[src/rtl/cscv2_ctrl_pkg.sv]
// Shared encodings for the CSCv2 run/halt/step sequencer.
package cscv2_ctrl_pkg;

   typedef enum logic [1:0] {
      HALTED  = 2'd0,
      RUNNING = 2'd1,
      STEP    = 2'd2
   } state_e;

   localparam logic [1:0] CAUSE_RESET = 2'd0;
   localparam logic [1:0] CAUSE_REQ   = 2'd1;
   localparam logic [1:0] CAUSE_BP    = 2'd2;
   localparam logic [1:0] CAUSE_LOOP  = 2'd3;

endpackage

[src/rtl/sat_counter.sv]
// Up-counter that sticks at all-ones; a synchronous clear beats the increment.
module sat_counter #(
   parameter int W = 16
) (
   input  logic         clk,
   input  logic         rst_n,
   input  logic         clr,
   input  logic         inc,
   output logic [W-1:0] q
);

   localparam logic [W-1:0] MAX = '1;

   logic [W-1:0] q_q;
   logic [W-1:0] q_d;

   always_comb begin
      q_d = q_q;
      if (clr) begin
         q_d = '0;
      end else if (inc && (q_q != MAX)) begin
         q_d = q_q + W'(1);
      end
   end

   always_ff @(posedge clk or negedge rst_n) begin
      if (!rst_n) begin
         q_q <= '0;
      end else begin
         q_q <= q_d;
      end
   end

   assign q = q_q;

endmodule

[src/rtl/cscv2_run_ctrl.sv]
// Run/halt/step sequencer producing the CSCv2 core-wide clock enable, with
// breakpoint and jump-to-self halting plus a saturating executed-instruction count.
module cscv2_run_ctrl
   import cscv2_ctrl_pkg::*;
#(
   parameter int PC_W        = 8,
   parameter int CNT_W       = 16,
   parameter bit LOOP_DETECT = 1'b1
) (
   input  logic             clk,
   input  logic             rst_n,
   input  logic             run_req,
   input  logic             step_req,
   input  logic             halt_req,
   input  logic             bp_enable,
   input  logic [PC_W-1:0]  bp_addr,
   input  logic             clr_count,
   input  logic [PC_W-1:0]  pc_val,
   output logic             cpu_en,
   output logic             halted,
   output logic             step_done,
   output logic [1:0]       halt_cause,
   output logic [CNT_W-1:0] instr_count,
   output state_e           state_dbg
);

   // run_req/step_req/halt_req are plain levels sampled on every rising edge;
   // there is no acknowledge, the requester watches halted/step_done instead.
   state_e            state_q, state_d;
   logic              skip_bp_q, skip_bp_d;
   logic              last_valid_q, last_valid_d;
   logic [PC_W-1:0]   last_pc_q, last_pc_d;
   logic              step_done_q, step_done_d;
   logic [1:0]        cause_q, cause_d;
   logic              bp_hit, loop_hit, stop;

   assign bp_hit   = bp_enable && (pc_val == bp_addr) && !skip_bp_q;
   assign loop_hit = LOOP_DETECT && last_valid_q && (pc_val == last_pc_q);
   assign stop     = halt_req || bp_hit || loop_hit;

   always_comb begin
      state_d      = state_q;
      skip_bp_d    = skip_bp_q;
      last_valid_d = last_valid_q;
      last_pc_d    = last_pc_q;
      cause_d      = cause_q;
      step_done_d  = 1'b0;
      cpu_en       = 1'b0;
      case (state_q)
         HALTED: begin
            if (step_req) begin
               state_d   = STEP;
               skip_bp_d = 1'b1;
            end else if (run_req) begin
               state_d   = RUNNING;
               skip_bp_d = 1'b1;
            end
         end
         STEP: begin
            cpu_en      = 1'b1;
            state_d     = HALTED;
            step_done_d = 1'b1;
         end
         RUNNING: begin
            cpu_en = !stop;
            if (stop) begin
               state_d = HALTED;
               if (halt_req)    cause_d = CAUSE_REQ;
               else if (bp_hit) cause_d = CAUSE_BP;
               else             cause_d = CAUSE_LOOP;
            end
         end
         default: state_d = HALTED;
      endcase
      // A resume from a breakpoint must execute that address once before it can re-trigger.
      if (cpu_en) begin
         skip_bp_d    = 1'b0;
         last_pc_d    = pc_val;
         last_valid_d = 1'b1;
      end
      if (state_q == HALTED) begin
         last_valid_d = 1'b0;
      end
   end

   always_ff @(posedge clk or negedge rst_n) begin
      if (!rst_n) begin
         state_q      <= HALTED;
         skip_bp_q    <= 1'b0;
         last_valid_q <= 1'b0;
         last_pc_q    <= '0;
         step_done_q  <= 1'b0;
         cause_q      <= CAUSE_RESET;
      end else begin
         state_q      <= state_d;
         skip_bp_q    <= skip_bp_d;
         last_valid_q <= last_valid_d;
         last_pc_q    <= last_pc_d;
         step_done_q  <= step_done_d;
         cause_q      <= cause_d;
      end
   end

   sat_counter #(.W(CNT_W)) u_count (
      .clk   (clk),
      .rst_n (rst_n),
      .clr   (clr_count),
      .inc   (cpu_en),
      .q     (instr_count)
   );

   assign halted     = (state_q == HALTED);
   assign step_done  = step_done_q;
   assign halt_cause = cause_q;
   assign state_dbg  = state_q;

endmodule

[config.mk]
export PLATFORM = sky130hd
export DESIGN_NAME = cscv2_run_ctrl
export DESIGN_NICKNAME = d
export VERILOG_FILES = /design/src/rtl/cscv2_ctrl_pkg.sv /design/src/rtl/sat_counter.sv /design/src/rtl/cscv2_run_ctrl.sv
export SDC_FILE = /design/constraint.sdc
export NUM_CORES = 1
export LEC_CHECK = 0
export ABC_AREA = 1
export CAP_MARGIN = 20
export CORE_MARGIN = 10
export CORE_UTILIZATION = 45
export DETAILED_ROUTE_END_ITERATION = 6
export GPL_ROUTABILITY_DRIVEN = 1
export GPL_TIMING_DRIVEN = 1
export PLACE_DENSITY = 0.76
export SLEW_MARGIN = 20
export SYNTH_ARGS = -nofsm -noshare
export SYNTH_HDL_FRONTEND = slang
export SYNTH_SLANG_ARGS = --single-unit
[constraint.sdc]
create_clock -name clk -period 1.75 [get_ports clk]
set_clock_uncertainty 0.15 [all_clocks]
set_input_delay 0.2625 -clock clk [delete_from_list [all_inputs] [get_ports clk]]
set_output_delay 0.2625 -clock clk [all_outputs]
set_load 0.01 [all_outputs]
# ---- After elaboration in Yosys (flattened, before gate mapping)
# Cells that the tools add are included.
dict set report classes {
  n_mux 16
  n_reduce_logical 15
  add_sub_neg 1
  eq_ne 7
}
# cell n
set op_table {}
lappend op_table {{$mux W16} 2}
lappend op_table {{$add A16 B1 Y16 const B} 1}
lappend op_table {{$eq A8 B8 Y1} 2}
lappend op_table {{$ne A16 B16 Y1 const B} 1}
lappend op_table {{$mux W1} 8}
lappend op_table {{$mux W2} 4}
lappend op_table {{$reduce_and A2 Y1} 3}
lappend op_table {{$logic_and A1 B1 Y1} 4}
lappend op_table {{$pmux W2 S2} 1}
lappend op_table {{$reduce_bool A2 Y1} 2}
lappend op_table {{$ne A3 B3 Y1 const B} 1}
lappend op_table {{$reduce_bool A3 Y1} 1}
lappend op_table {{$eq A2 B1 Y1 const B} 1}
lappend op_table {{$eq A2 B2 Y1 const B} 1}
lappend op_table {{$logic_not A1 Y1} 2}
lappend op_table {{$logic_not A2 Y1} 1}
lappend op_table {{$logic_or A1 B1 Y1} 2}
lappend op_table {{$ne A2 B2 Y1 const B} 1}
lappend op_table {{$pmux W1 S2} 1}
dict set report word_totals {
  in_bits 23
  wordCells 46
  register_bits 31
  output_inout_bits 23
}

# ---- Logic depth before layout (Yosys ltp)
# Gate-level depths: netlist (run 1).
dict set report logic_depth {
  word_depth 10
  depth_mapped 14
  depth_no_buf 13
}

# ---- Hierarchy
# From an unflattened synthesis (run 1), not the netlist that was laid out.
dict set report hier_totals {
  hier_cells 278
  hier_area_um2 2033.2
}
# mod area_each_um2 n_inst seq_area_each_um2 cells_each
set modules_own_cells {}
lappend modules_own_cells {sat_counter 1037.2 1 400.4 144}
lappend modules_own_cells {cscv2_run_ctrl 996.0 1 375.4 134}

# ---- Least setup slack after synthesis (run 1)
# No wires, ideal clock.
dict set report synth_path {
  path_kind {register -> register}
  startpoint {reg u_count.q_q[0] (netlist: u_count.q[0])}
  endpoint {reg u_count.q_q[5] (netlist: u_count.q[5])}
  arrival_ns 1.736
  setup_slack_ns -0.254
  synth_period_minus_slack_ns 2.004
  t_required_ns 1.482
  n_path_buf 1
  setup_time_ns 0.118
  stages_incl_launch_ff 14
  path_cell_list {dfrtp_1 > ha_1 > nand3_2 > inv_2 > nand2_2 > nor2_4 > nand3_4 > nor2_4 > nand4_2 > nand3_4 > nand2_4 > buf_6 > nand2_1 > nand2_1}
}
dict set report synth_via {
  elab_chain_len 3
  elab_cells_between_ends 6
  cone_classes {add/sub (1); eq/ne (1); mux (2); reduce/logical (2)}
}
# item line_no
set synth_lines {}
lappend synth_lines {{start: declaration} sat_counter.sv:14} ;# logic [W-1:0] q_q;
lappend synth_lines {{start signal: assignment} sat_counter.sv:30} ;# q_q <= q_d;
lappend synth_lines {{$add A16 B1 Y16 or $ne A16 B16 Y1 (tied branches)} {sat_counter.sv:22, sat_counter.sv:21}}
lappend synth_lines {{$mux W16 or $logic_and A1 B1 Y1 (tied branches)} sat_counter.sv:21} ;# end else if (inc && (q_q != MAX)) begin
lappend synth_lines {{$mux W16 or $reduce_bool A2 Y1 (tied branches)} -}
# Several ways; a longest one is shown, not always the timed one. The select of a mux whose other input is x is not followed.
# A chain may end at the register's enable or synchronous reset.

# ---- Worst setup path after layout (run 1)
dict set report layout_path {
  startpoint {reg last_pc_q[7]}
  endpoint {out cpu_en}
}
dict set report layout_via {
  elab_chain_len 5
}
# item line_no
set layout_lines {}
lappend layout_lines {{start: declaration} cscv2_run_ctrl.sv:32} ;# logic [PC_W-1:0] last_pc_q, last_pc_d;
lappend layout_lines {{start signal: assignment} cscv2_run_ctrl.sv:98} ;# last_pc_q <= last_pc_d;
lappend layout_lines {{$eq A8 B8 Y1} cscv2_run_ctrl.sv:38} ;# assign loop_hit = LOOP_DETECT && last_valid_q && (pc_val == last_pc_q);
lappend layout_lines {{$logic_and A1 B1 Y1} cscv2_run_ctrl.sv:38}
lappend layout_lines {{$logic_or A1 B1 Y1} cscv2_run_ctrl.sv:39} ;# assign stop = halt_req || bp_hit || loop_hit;
lappend layout_lines {{$logic_not A1 Y1} cscv2_run_ctrl.sv:65} ;# cpu_en = !stop;
lappend layout_lines {{$pmux W1 S2} cscv2_run_ctrl.sv:49} ;# case (state_q)
lappend layout_lines {{end: declaration} cscv2_run_ctrl.sv:19} ;# output logic cpu_en,
# No other way between the ends.

==> flow_metrics.tcl, run 1 <==
set metrics [dict create \
    status "finished, violations left" \
    violations "setup timing" \
    fraction_of_final_layout_cells_sized_beyond_drive_strength_1 0.331 \
    critPathCaptureType "output pin" \
    antenna_violations_before_repair 0 \
    layout-area-overhead-vs-synth_pct 56.7 \
    post-place-cells 387 \
    cts_tree "built" \
    first_global_vias 2014 \
    ctsLongestPathBuffers 2 \
    cell_types_occupying_the_most_area_after_synthesis "dfrtp_1 40%, nand2_1 17%, inv_1 6.4%" \
    data_required_time_at_the_worst_endpoint_ns 1.34 \
    portBuffers 45 \
    ys_seq_elements 31 \
    report.final.hold_viol_count 0 \
    synthDistinctLibCells 32 \
    place.gp.congestion 0.839 \
    setup_viol 19 \
    clk_slew_on_worst_s_h_paths_ns 0.07 \
    clock_insertion_delay_worst_skew_ns 0.29 \
    synth_warnings 0 \
    crit_path_max_fanout 3 \
    finalInstanceArea_um2 3040 \
    synth-edff-count 0 \
    postSynth.topFlopCell "dfrtp_1" \
    worst_ir_drop_vdd_mv 0.984 \
    layout.core_utilization 0.745 \
    placed_cell_area_um2 2680 \
    route.antenna.remaining_nets 0 \
    worstSetupStartpoint "last_pc_q[7]" \
    sum_neg_setup_slack_ns -2.60 \
    grt_use_total 0.143 \
    leakagePower_nw 1.62 \
    total_power_mw 3.32 \
    post-route-min-period_ns 1.98 \
    postRouteWirelength_mm 5.40 \
    route.detailed.vias_per_inst 5.00 \
    slew_viol_final 0 \
    syn_avg_cell_area_um2 7.42 \
    cts-buffers-inserted 5 \
    grt.overflow.total 0 \
    pin_count_of_the_biggest_net_entering_global_routing 32 \
    detail_route.drc_violations 0 \
    dpl_worst_slack_ns -0.734 \
    worst-endpoint-arrival_ns 1.57 \
    core-area_um2 4090 \
    syn-cell-area_um2 1940 \
    timing_worst_slew_pin_value_ns 0.414 \
    max_slew_margin 0.724 \
    stdcell_count 404 \
    holdCritPathClass "in -> async" \
    die-width_um 85.7 \
    setup.reg_to_reg.worst_slack_ns -0.17 \
    synth.net_count 289 \
    ff2ff_path_depth 12 \
    synthesis.instances 262 \
    num-nets-final 380 \
    critPathKind "reg -> out" \
    dr_total_vias 2018 \
    num_io_pins 46 \
    synth_area_leader_cell "dfrtp_1" \
    synth_seq_area_share 0.399 \
    chipHeight_um 85.7 \
    clock_sinks 31 \
    layout_worst_path_cycle_share 1.13 \
    num_antenna_cells 0 \
    drt_iter0_markers 105 \
    clock.fmax_mhz 505 \
    die-area_um2 7350 \
    clockRootBuffer "clkbuf_8" \
    r2r_start "u_count.q[0]" \
    final.setup.worst_slack_ns -0.230 \
    footprint_of_the_multi_input_gates_um2 1150 \
    synth_async_sr_flop_share 1.00 \
    grt_pass1_wl_mm 8.75 \
    first_pass_iters 4 \
    post-dp-hpwl_mm 3.68 \
    min_hold_slack_ns 0.217 \
    cts-htree-levels 2 \
    start_util 0.476 \
    synth_largest_type_area_fraction 0.399 \
    grt_setup_unrepaired "yes" \
    maxCapViolCount 0 \
    sequential_cell_area_um2 785 \
    worst_r2r_end "u_count.q[1]" \
    critPathLaunchType "flip-flop" \
    cellPowerDensity_nw_per_um2 1090 \
    total_number_of_placement_rows 23 \
    count_of_fill_cells_added_during_filler_insertion 320 \
    routedWlPerCell_um 13.4 \
]
==> cell usage in the layout (no fill, tap or decap), types with 6 or more instances in the layout <==
master,Yosys,routed
nand2_2,2,22
nand3_1,23,15
dfrtp_2,0,7
nand3_2,2,10
inv_2,1,7
inv_1,33,27
clkbuf_8,0,7
xnor2_1,7,7
dfrtp_1,31,24
nand2_1,86,65
clkdlybuf4s50_1,0,19
dlymetal6s2s_1,0,10
nor2_1,24,19
xor2_1,6,6
dlygate4sd2_1,0,15
buf_4,2,38
buf_6,2,7
==> critical path, stage by stage (launching register included) <==
cell,delay (ns)
dfrtp_1,0.39
inv_1,0.05
nand2_1,0.06
nand2_1,0.06
inv_1,0.08
nand3_2,0.07
nor2_2,0.10
nand2_2,0.08
nand4_4,0.07
nand2_2,0.07
nand2_2,0.08
inv_2,0.04
buf_6,0.11
==> kinds of logic after synthesis <==
logic type,synth area share
AOI/OAI and AO/OA,0.0567
xor gates and xnor gates,0.0586
adders and majority gates,0.0258
buffers and inverters,0.0908
DFF,0.399
and+or+nand+nor,0.369
==> worst max-delay path by stage <==
stage                        end  depth (start not counted)  slack [ns]
finish                    cpu_en                         12       -0.23
floorplan           u_count.q[5]                         13       -0.23
global placement          cpu_en                         11       -0.69
global route        u_count.q[1]                         12       -0.29
detailed placement        cpu_en                         11       -0.73
CTS                       cpu_en                         12       -0.18
==> final cells by class <==
class,instances,area share
multi-input combinational,191,0.379
timing repair buffer,89,0.266
sequential,31,0.258
inverter,35,0.0432
clock buffer,8,0.0329
tap,50,0.0206
==> registers in the layout (all words and copies together), names as in the netlist <==
name / flops
state_dbg: 2
last_pc_q: 8
u_count.q: 16
halt_cause: 2
skip_bp_q: 1
step_done: 1
last_valid_q: 1
==> where the power goes <==
group	total [mW]	switching (mW)	internal, mW
registers	1.05	0.140	0.911
clock network	0.641	0.282	0.359
logic	1.63	0.843	0.787
total	3.32	1.26	2.06
==> per-layer routing <==
layer	part of all wire	track usage
met1	0.42	0.153
met2	0.49	0.250
met3	0.069	0.0577
met4	0.016	0.0434
met5	0	0
==> synth_stat cells (2+ instances only) <==
library cell	n
a21oi_1	4
dfrtp_1	31
nand2_1	86
inv_1	33
buf_4	2
nand3_2	2
ha_1	4
xnor2_1	7
clkbuf_1	2
nand3_4	2
nor3_1	2
nand3_1	23
nand4_2	2
xor2_1	6
o21ai_0	4
nor2_1	24
nand4_1	5
a211oi_1	2
nor2_4	2
o21ai_1	5
nand2_2	2
buf_6	2
==> what timing repair did <==
item,4_1_cts,5_1_grt
hold buffers,0,0
endpoints found under the setup margin,32,42
pin swaps,28,15
gates cloned,1,0
resized for setup,54,36
setup buffers,5,8
No activity file was read; power rests on OpenSTA's default activity.
==> run 2, diff against run 1 <==
- HOLD_SLACK_MARGIN: default -> 0.12
==> results of run 2 <==
The final DEF is identical to that of run 1; final timing and power are the same.
